--- config.mk ---
export PLATFORM = sky130hd
export DESIGN_NAME = board_input_cond
export DESIGN_NICKNAME = d
export VERILOG_FILES = /design/src/rtl/board_input_cond.sv
export SDC_FILE = /design/constraint.sdc
export NUM_CORES = 1
export LEC_CHECK = 0
export ABC_AREA = 1
export BUFFER_PORTS_ARGS = -buffer_cell sky130_fd_sc_hd__buf_4
export CAP_MARGIN = 20
export CORE_MARGIN = 3
export CORE_UTILIZATION = 30
export DETAILED_ROUTE_END_ITERATION = 7
export GPL_TIMING_DRIVEN = 0
export MAX_ROUTING_LAYER = met4
export SLEW_MARGIN = 20
export SYNTH_ARGS = -nofsm -noshare
export SYNTH_HDL_FRONTEND = slang
export SYNTH_SLANG_ARGS = --single-unit
--- constraint.sdc ---
create_clock -name clk_i -period 1.6 [get_ports clk_i]
set_clock_uncertainty 0.1 [all_clocks]
set_input_delay 0.08 -clock clk_i [delete_from_list [all_inputs] [get_ports clk_i]]
set_output_delay 0.08 -clock clk_i [all_outputs]
set_load 0.005 [all_outputs]
--- src/rtl/board_input_cond.sv ---
// Input conditioning for one push-button and a slide-switch bus: two-flop
// synchronizers, tick-paced history debounce, and one-cycle change pulses.
module board_input_cond #(
   parameter int TICK_DIV     = 80000,
   parameter int STABLE_TICKS = 4,
   parameter int SW_WIDTH     = 16
) (
   input  logic                clk_i,
   input  logic                rst_i,
   input  logic                btn_i,
   input  logic [SW_WIDTH-1:0] sw_i,
   output logic                btn_level_o,
   output logic                btn_press_o,
   output logic [SW_WIDTH-1:0] sw_o,
   output logic                sw_change_o
);

   // Button is the top bit of the combined vector, switches below it.
   localparam int N     = SW_WIDTH + 1;
   localparam int CNT_W = $clog2(TICK_DIV);

   generate
      if (TICK_DIV < 2 || STABLE_TICKS < 2 || STABLE_TICKS > 16) begin : g_bad_params
         $error("board_input_cond: TICK_DIV must be >= 2 and STABLE_TICKS within 2..16");
      end
   endgenerate

   logic [N-1:0]                    sync_a;
   logic [N-1:0]                    sync_b;
   logic [CNT_W-1:0]                tick_cnt;
   logic                            tick;
   logic [N-1:0][STABLE_TICKS-1:0]  hist;
   logic [N-1:0][STABLE_TICKS-1:0]  shifted;
   logic [N-1:0]                    level;
   logic [N-1:0]                    next_level;
   logic                            press;
   logic                            change;

   always_ff @(posedge clk_i) begin
      if (rst_i) begin
         sync_a <= '0;
         sync_b <= '0;
      end else begin
         sync_a <= {btn_i, sw_i};
         sync_b <= sync_a;
      end
   end

   always_ff @(posedge clk_i) begin
      if (rst_i) begin
         tick_cnt <= '0;
      end else if (tick) begin
         tick_cnt <= '0;
      end else begin
         tick_cnt <= tick_cnt + CNT_W'(1);
      end
   end

   assign tick = (tick_cnt == CNT_W'(TICK_DIV - 1));

   // A level only moves when the whole shifted history agrees.
   always_comb begin
      shifted    = '0;
      next_level = level;
      for (int i = 0; i < N; i++) begin
         shifted[i] = {hist[i][STABLE_TICKS-2:0], sync_b[i]};
         if (tick) begin
            if (&shifted[i]) begin
               next_level[i] = 1'b1;
            end else if (~|shifted[i]) begin
               next_level[i] = 1'b0;
            end
         end
      end
   end

   always_ff @(posedge clk_i) begin
      if (rst_i) begin
         hist   <= '0;
         level  <= '0;
         press  <= 1'b0;
         change <= 1'b0;
      end else begin
         if (tick) begin
            hist <= shifted;
         end
         level  <= next_level;
         press  <= next_level[N-1] & ~level[N-1];
         change <= (next_level[SW_WIDTH-1:0] != level[SW_WIDTH-1:0]);
      end
   end

   assign btn_level_o = level[N-1];
   assign btn_press_o = press;
   assign sw_o        = level[SW_WIDTH-1:0];
   assign sw_change_o = change;

endmodule

==> results of run 1 <==
kinds of logic (layout without fill, tap and decap cells):
group / Yosys count / after routing
buf+inv: 131 / 256
xor+xnor: 5 / 5
compound gates: 97 / 97
fa+ha+maj: 1 / 1
simple gates: 370 / 371
flops: 121 / 121
cell type report:
class | count | area (um^2) | area share (%)
plain buffers | 30 | 340 | 4.43
clock buffers | 22 | 474 | 6.18
clock inverters | 9 | 145 | 1.89
inverters | 101 | 399 | 5.20
multi-input cells | 474 | 2640 | 34.4
flip-flops and latches | 121 | 2450 | 31.9
well taps | 220 | 275 | 3.59
repair buffers | 94 | 951 | 12.4
per-stage QoR:
step / utilization, % / setup TNS [ns] / std cells / area [um^2] / worst slack (ns)
2_1_floorplan: - / -0.0614 / 725 / 5290 / -0.0178
3_3_place_gp: 34.6 / -14.59 / 981 / 5840 / -0.536
3_5_place_dp: 34.6 / -16.16 / 981 / 5840 / -0.581
4_1_cts: 43.6 / -6.30 / 1061 / 7360 / -0.182
5_1_grt: 45.5 / -14.72 / 1071 / 7680 / -0.312
6_report: 45.5 / -7.23 / 1071 / 7680 / -0.221
where the power goes:
| part | internal (mW) | switching (mW) | leakage (nW) |
|---|---|---|---|
| clock network | 2.70 | 1.33 | 0.310 |
| logic | 0.140 | 0.150 | 2.01 |
| registers | 3.05 | 0.0243 | 0.989 |
path summary, 6_finish.rpt:
check	startpoint	end	slack [ns]	cells past startpoint
worst max-delay path	tick_cnt[1]	sw_change_o	-0.22	13
worst min-delay path	rst_i	level[1]	0.16	2
worst max register to register	tick_cnt[1]	sw_change_o	-0.22	13
worst min register to register	sync_a[5]	sync_b[5]	0.30	2
cell usage after synthesis (all sizes together):
master | count | share of area (%)
a211oi | 17 | 3.9
a21oi | 26 | 2.5
buf | 17 | 2.8
clkbuf | 13 | 0.93
clkinv | 3 | 0.26
dfxtp | 121 | 46
ha | 1 | 0.24
inv | 98 | 7.0
nand2 | 101 | 7.5
nand3 | 15 | 1.6
nand4 | 43 | 5.2
nor2 | 198 | 14
nor3 | 8 | 0.86
nor3b | 1 | 0.14
nor4 | 1 | 0.12
nor4b | 1 | 0.29
o21ai | 53 | 5.0
o21bai | 1 | 0.14
or2 | 2 | 0.24
xnor2 | 2 | 0.33
xor2 | 3 | 0.50
repair_timing:
item                       in CTS  in global routing
gates resized for setup       113                 61
hold endpoints to repair       17                  0
cloned                          5                  5
setup endpoints to repair      82                 87
pin swaps                      16                 14
setup buffers                  27                  6
hold buffers                   17                  0
sequential cells by signal, summed over array words and instances (netlist names):
name and count:
level 17, sync_b 17, tick_cnt 17, hist 51, btn_press_o 1, sw_change_o 1
sync_a 17
per-layer routing:
layer	vias up	wire length, um	GRT usage, %
li1	2547	-	-
met1	2315	6850	19.2
met2	114	7110	25.4
met3	30	724	3.87
met4	0	275	5.93
met5	-	0	-
critical path, delay by kind of cell, from the launching register on:
kind / cells / cell delay, ns
flops: 1 / 0.33
buf+inv: 4 / 0.40
compound gates: 1 / 0.07
fa+ha+maj: 1 / 0.16
simple gates: 7 / 0.60
==> results_dict.tcl, run 1 <==
set metrics [dict create \
    status "finished, violations left" \
    violations "negative setup slack" \
    hold_viol_final 0 \
    clockBufferDepth 2 \
    slew_headroom_pct 43.4 \
    crit_path_max_fanout 7 \
    die_h_um 138 \
    cp-start-kind "flip-flop" \
    numCtsBuffers 17 \
    overflow 0 \
    start_util_pct 31.2 \
    die_area_um2 19100 \
    p_leak_nw 3.31 \
    synth_compound_area_share_pct 11.5 \
    cts-htree-levels 4 \
    ir_drop_v 0.000729 \
    cp_slowest_cell "dfxtp_2" \
    die_width_um 138 \
    power_per_cell_area_nw_per_um2 964 \
    mostFrequentLayoutCell "nor2_1" \
    crit_top_cell "nand2_1" \
    final_cell_mix "nor2_1, dfxtp_1, nand2_1" \
    grt_pass1_vias 4711 \
    syn_avg_cell_area_um2 7.25 \
    netlist_area_um2 5260 \
    gp_congestion 0.792 \
    drc 0 \
    finalNetCount 859 \
    cts_sinks 121 \
    crit_chain "ha_4, nand2_2, inv_2, nand2_4, clkinv_8, buf_4, buf_6, nand4_1, nand2_1, nor2_1, nand2_1, nor2_2, a21oi_2" \
    synthCells 725 \
    synth_cell_types 35 \
    yosysSeqAreaShare_pct 46.1 \
    synthSimpleGateAreaFrac_pct 30.4 \
    ios 38 \
    syn-num-nets 745 \
    ys_warn_count 0 \
    root_buffer "clkbuf_16" \
    via_per_inst 4.67 \
    grt_start_max_net_pins 17 \
    antenna_found_initial 0 \
    finalSetupViolCount 84 \
    drv_cap 0 \
    synth_top_family_by_area "simple AND/OR/NAND/NOR gates" \
    synth_fa_ha_area_share_pct 0.238 \
    coreArea_um2 16900 \
    crit_type "flip-flop to flip-flop" \
    clk_pin_slew_ns 0.05 \
    diodes 0 \
    tightestPinTransition_ns 0.849 \
    vias 5006 \
    critPathCaptureType "flip-flop" \
    synth.area.mux_share_pct 0 \
    cts_tree "built" \
    power.total_mw 7.40 \
    synth_xor_area_share_pct 0.833 \
    portBuffers 36 \
    fin_ws_ns -0.221 \
    drive_gt1_share_pct 29.1 \
    area_delta_synth_final_pct 46.0 \
    max_stage_delay_ns 0.33 \
    hp-class "input port to flip-flop" \
    final_antenna_net_count 0 \
    hold_slack_ns 0.162 \
    critical_path_arrival_ns 2.00 \
    drt_iter0_drc 283 \
    period_needed_ns 1.82 \
    fill_cells 1648 \
    rows 47 \
    routed_wl_um 15000 \
    timing.fmax_mhz 549 \
    cp.required_ns 1.78 \
    rsz0062_at_grt "yes" \
    drt-wirelength-per-cell_um 14.0 \
    grt_pass1_wl_um 23500 \
    worstSkewPairLatency_ns 0.42 \
    grt_use_total_pct 15.8 \
    synth_seq_cells 121 \
    dr.pass1.iters 5 \
    period_share_pct 114 \
    post-dp-hpwl_um 8970 \
    slew_viol_final 0 \
]
Note: power is estimated with default switching activity, not from simulation.
==> run 2, diff against run 1 <==
Settings changed: ABC_AREA 1 to unset.
==> run 2 against run 1 <==
The run still ends with negative setup slack left. Sequential power barely moved. Global-route usage fell by 0.35 points. Cell area fell by 18%. Register-to-register slack got worse by 0.36 ns. Largest power group unchanged.
==> results_dict.tcl, run 2 <==
set metrics [dict create \
    status "finished, violations left" \
    violations "negative setup slack" \
    drive_gt1_share_pct 19.7 \
    area_delta_synth_final_pct 34.2 \
    power.total_mw 6.68 \
    synth-main-ff-cell "dfxtp_1" \
    overflow 0 \
    portBuffers 36 \
    finalSetupTns_ns -39.51 \
    seqPwrFrac_pct 46.2 \
    drv_cap 0 \
    reg2reg_from "tick_cnt[8]" \
    finalSetupViolCount 86 \
    ys_warn_count 0 \
    synth-edff-count 0 \
    antenna_found_initial 0 \
    fill_cells 1476 \
    ios 38 \
    diodes 0 \
    rrSetupSlack_ns -0.59 \
    critPathLaunch "tick_cnt[8]" \
    cp.required_ns 1.75 \
    start_util_pct 30.7 \
    synth_seq_cells 121 \
    cp-start-kind "flip-flop" \
    numCtsBuffers 17 \
    rsz0062_at_grt "yes" \
    gp_congestion 0.882 \
    final_cell_mix "nand2_1, dfxtp_1, a21oi_1" \
    slew_headroom_pct 52.4 \
    multi_input_area_um2 2190 \
    syn_avg_cell_area_um2 8.76 \
    synth_most_common_cell "dfxtp_1" \
    synth_common_cells "dfxtp_1, nand2_1, a21oi_1, nor2b_1, nor2_1" \
    mostFrequentLayoutCell "nand2_1" \
    fin_ws_ns -0.586 \
    synth_top_area_share_pct 51.7 \
    finalNonFillerCells 845 \
    die_width_um 131 \
    coreArea_um2 15300 \
    top_layer_used "met4" \
    timing.fmax_mhz 457 \
    ir_drop_v 0.000798 \
    wl_met3_um 564 \
    clk_pin_slew_ns 0.06 \
    largest_register_ff_count 51 \
    vias 4090 \
    dr_wl_met2_um 5860 \
    critical_path_arrival_ns 2.34 \
    r2r_cells 5 \
    drc 0 \
    regMostFlops "hist" \
    netlist_area_um2 4690 \
    drt_iter0_drc 282 \
    grt_pass1_wl_um 19700 \
    finalNetCount 641 \
    routed_wl_um 12300 \
    grt_start_max_net_pins 17 \
    cts-htree-levels 4 \
    placed_cells 782 \
    worstSkewPairLatency_ns 0.41 \
    grt_use_total_pct 15.5 \
    wl_met1_um 5530 \
    r2r_end "level[4]" \
    internal-power_mw 5.14 \
    synth_area_leaders "dfxtp_1, nand2_1, a21oi_1" \
    rows 45 \
    via_per_inst 4.84 \
    die_h_um 131 \
    pwr-share-comb_pct 2.9 \
    die_area_um2 17200 \
    critPathCaptureType "flip-flop" \
    cts_tree "built" \
    seqCellArea_um2 2440 \
    tightestPinTransition_ns 0.713 \
    period_share_pct 137 \
    crit_path_max_fanout 5 \
    drt-wirelength-per-cell_um 14.5 \
    switching_power_mw 1.54 \
    hold_viol_final 0 \
    crit_type "flip-flop to flip-flop" \
    yosys.area.top_type "dfxtp_1" \
    cts_sinks 121 \
    clockBufferDepth 2 \
    slew_viol_final 0 \
    yosysSeqAreaShare_pct 51.7 \
    cp-endpoint "level[4]" \
    power_per_cell_area_nw_per_um2 1060 \
    period_needed_ns 2.19 \
    hp-class "input port to flip-flop" \
    post-dp-hpwl_um 8130 \
    final_antenna_net_count 0 \
    synthCells 535 \
    fin_util_pct 41.2 \
    swShare_pct 23.0 \
    p_leak_nw 2.19 \
    synth_cell_types 36 \
    grt_pass1_vias 3961 \
    dr.pass1.iters 6 \
    clockPowerShare_pct 50.9 \
    async_flop_share_pct 0 \
    root_buffer "clkbuf_16" \
    syn-num-nets 555 \
]
-- run 2: changes by cell type after synthesis, sizes merged, moves of 15 or more --
cell,change
nand4,-30
o21ai,-46
nand2,+15
nor2,-173
nor2b,+34
inv,-87
a21oi,+39
-- run 2: worst min path at each step --
stage | start | to | slack (ns) | cells past startpoint
2_1_floorplan | sw_i[0] | sync_a[0] | 0.11 | 1
3_3_place_gp | sw_i[13] | sync_a[13] | 0.19 | 2
3_5_place_dp | sw_i[13] | sync_a[13] | 0.19 | 2
4_1_cts | rst_i | tick_cnt[1] | 0.06 | 3
5_1_grt | rst_i | tick_cnt[1] | 0.10 | 3
6_report | rst_i | tick_cnt[1] | 0.07 | 3
-- run 2: area by class of cell --
| cell class | instances | share of cell area (%) |
|---|---|---|
| clock inverter | 13 | 1.53 |
| buffer | 27 | 3.46 |
| inverter | 11 | 0.656 |
| clock buffer | 19 | 6.88 |
| timing repair buffer | 68 | 9.71 |
| tap | 211 | 4.20 |
| sequential | 121 | 38.8 |
| multi-input combinational | 375 | 34.8 |
-- run 2: cells by family (layout without fill, tap and decap cells) --
kind of cell | after synthesis | after routing | synth area share [%]
compound gates | 104 | 104 | 14.0
xor+xnor | 15 | 15 | 2.80
fa+ha+maj | 1 | 1 | 0.267
buf+inv | 39 | 138 | 4.22
flops | 121 | 121 | 51.7
mux | 1 | 1 | 0.214
simple gates | 254 | 254 | 26.8
-- run 2: critical path: stages, from the launching register on --
cell and delay (ns):
dfxtp_4 0.34, or4_4 0.52, or4_4 0.50, buf_4 0.17
o41ai_4 0.26, a211oi_2 0.13
-- run 2: power groups by stage --
stage	registers [mW]	clock network, mW	logic (mW)
after CTS	3.09	3.46	0.195
after detailed placement	3.15	0	0.159
final	3.09	3.40	0.194
after global routing	3.09	3.59	0.215
after global placement	3.15	0	0.156
after floorplan	3.15	0	0.0957
-- run 2: through the flow --
stage / setup slack [ns] / cell area, um^2 / hold WS (ns)
floorplan: -0.458 / 4720 / 0.108
global placement: -0.597 / 5260 / 0.191
detailed placement: -0.635 / 5260 / 0.195
CTS: -0.515 / 6200 / 0.0627
global route: -0.613 / 6290 / 0.103
finish: -0.586 / 6290 / 0.0739
-- run 2: per-layer routing --
metal	GRT usage [%]	up-vias
li1	-	2025
met1	18.5	1930
met3	3.62	25
met4	7.02	0
met5	-	-
met2	24.7	110
-- run 2: timing repair --
item / CTS / global route
setup endpoints to repair: 86 / 86
gates resized for setup: 29 / 21
endpoints found under the hold margin: 17 / 0
pin swaps: 11 / 7
setup buffers: 9 / 4
cloned: 2 / 0
hold buffers: 17 / 0
==> run 3, diff against run 2 <==
Settings changed: CORE_UTILIZATION 30 to 35.
==> run 3 against run 2 <==
The run still ends with negative setup slack left. First-iteration DRC count decreased by 14%. Routed wire length decreased by 4.3%. Cell area up 0.42%. Largest cell class unchanged. Highest routed layer unchanged.
==> results_dict.tcl, run 3 (synthesized netlist as in run 2, its figures left out) <==
set metrics [dict create \
    antenna_found_initial 0 \
    finalNonFillerCells 805 \
    cts-htree-levels 4 \
    ir_drop_v 0.000789 \
    pre_cts_ws_ns -0.641 \
    rows 41 \
    portBuffers 36 \
    cts_tree "built" \
    hold_viol_final 0 \
    timing.fmax_mhz 469 \
    rrSetupSlack_ns -0.53 \
    slew_headroom_pct 55.9 \
    coreArea_um2 12900 \
    slew_viol_final 0 \
    p_leak_nw 2.22 \
    fin_util_pct 49.1 \
    clk_pin_slew_ns 0.05 \
    clockBufferDepth 2 \
    final_area_um2 6320 \
    placed_cells 743 \
    diodes 0 \
    reg2reg_from "tick_cnt[8]" \
    routed_wl_um 11700 \
    grt_pass1_wl_um 18900 \
    drt_iter0_drc 242 \
    die_width_um 122 \
    root_buffer "clkbuf_16" \
    worstSkewPairLatency_ns 0.41 \
    final_antenna_net_count 0 \
    final_cell_mix "nand2_1, dfxtp_1, a21oi_1" \
    crit_type "flip-flop to flip-flop" \
    numCtsBuffers 17 \
    grt_use_total_pct 17.2 \
    cp-start-kind "flip-flop" \
    status "finished, violations left" \
    die_h_um 122 \
    critPathCaptureType "flip-flop" \
    tightestPinTransition_ns 0.662 \
    die_area_um2 14800 \
    regMostFlops "hist" \
    power.total_mw 7.35 \
    period_share_pct 133 \
    crit_path_max_fanout 10 \
    grt_pass1_vias 3881 \
    cp-endpoint "level[16]" \
    cts_sinks 121 \
    violations "negative setup slack" \
    overflow 0 \
    vias 4032 \
    fill_cells 1192 \
    dr.pass1.iters 4 \
    hold_slack_ns 0.0706 \
    finalNetCount 640 \
    finalSetupTns_ns -38.10 \
    gp_congestion 0.817 \
    largest_register_ff_count 51 \
    power_per_cell_area_nw_per_um2 1160 \
    cp.required_ns 1.77 \
    period_needed_ns 2.13 \
    ios 38 \
    finalSetupViolCount 86 \
    grt_start_max_net_pins 17 \
    r2r_cells 5 \
    critPathLaunch "tick_cnt[8]" \
    area_delta_synth_final_pct 34.8 \
    drive_gt1_share_pct 20.4 \
    drc 0 \
    via_per_inst 5.01 \
    post-dp-hpwl_um 7770 \
    fin_ws_ns -0.533 \
    drt-wirelength-per-cell_um 14.6 \
    drv_cap 0 \
    hp-class "input port to flip-flop" \
    start_util_pct 36.4 \
    placed_area_um2 5210 \
    rsz0062_at_grt "yes" \
    r2r_end "level[16]" \
    critical_path_arrival_ns 2.31 \
]
==> run 3: cell count changes in the layout (fill, tap and decap cells not counted), sizes merged <==
cell / before / now
buf: 63 / 60
bufbuf: 2 / 0
bufinv: 0 / 4
clkbuf: 32 / 38
clkinv: 8 / 4
inv: 14 / 12
==> run 3: timing repair <==
item / in CTS / in global routing
hold endpoints to repair: 17 / 0
resized for setup: 35 / 16
gates cloned: 2 / 0
pin swaps: 5 / 3
setup endpoints to repair: 86 / 86
buffers inserted: 9 / 5
hold buffers: 17 / 0
==> run 3: layout make-up <==
cell class,instances,area [um^2],area share [%]
Inverter,11,41.3,0.654
Buffer,26,205,3.25
Timing Repair Buffer,68,596,9.43
Clock inverter,11,168,2.65
Tap cell,172,215,3.41
Clock buffer,21,470,7.45
Multi-Input combinational cell,375,2180,34.6
Sequential cell,121,2440,38.6
==> run 3: power breakdown <==
part           switching, mW  internal (mW)  total [mW]
logic                 0.0948         0.0997       0.195
registers             0.0282           3.06        3.09
clock network           1.34           2.73        4.07
total                   1.47           5.89        7.35
==> run 3: critical path: stages (launching register included) <==
cell,delay [ns]
dfxtp_4,0.34
or4_4,0.55
or4_4,0.50
buf_12,0.19
o41ai_4,0.22
a211oi_2,0.10
==> run 3: worst min path at each step <==
stage,slack (ns),to,depth (start not counted),from
finish,0.07,tick_cnt[1],3,rst_i
CTS,0.04,tick_cnt[1],3,rst_i
global placement,0.19,sync_a[9],2,sw_i[9]
detailed placement,0.19,sync_a[8],2,sw_i[8]
global route,0.12,tick_cnt[1],3,rst_i
floorplan,0.11,sync_a[0],1,sw_i[0]
==> run 3: metal layers <==
| metal | up-vias | GRT usage (%) | share of wire [%] |
|---|---|---|---|
| met4 | 0 | 8.05 | 2.1 |
| met3 | 22 | 4.55 | 4.7 |
| li1 | 2024 | - | - |
| met2 | 90 | 28.4 | 49 |
| met1 | 1896 | 19.6 | 45 |
| met5 | - | - | 0 |
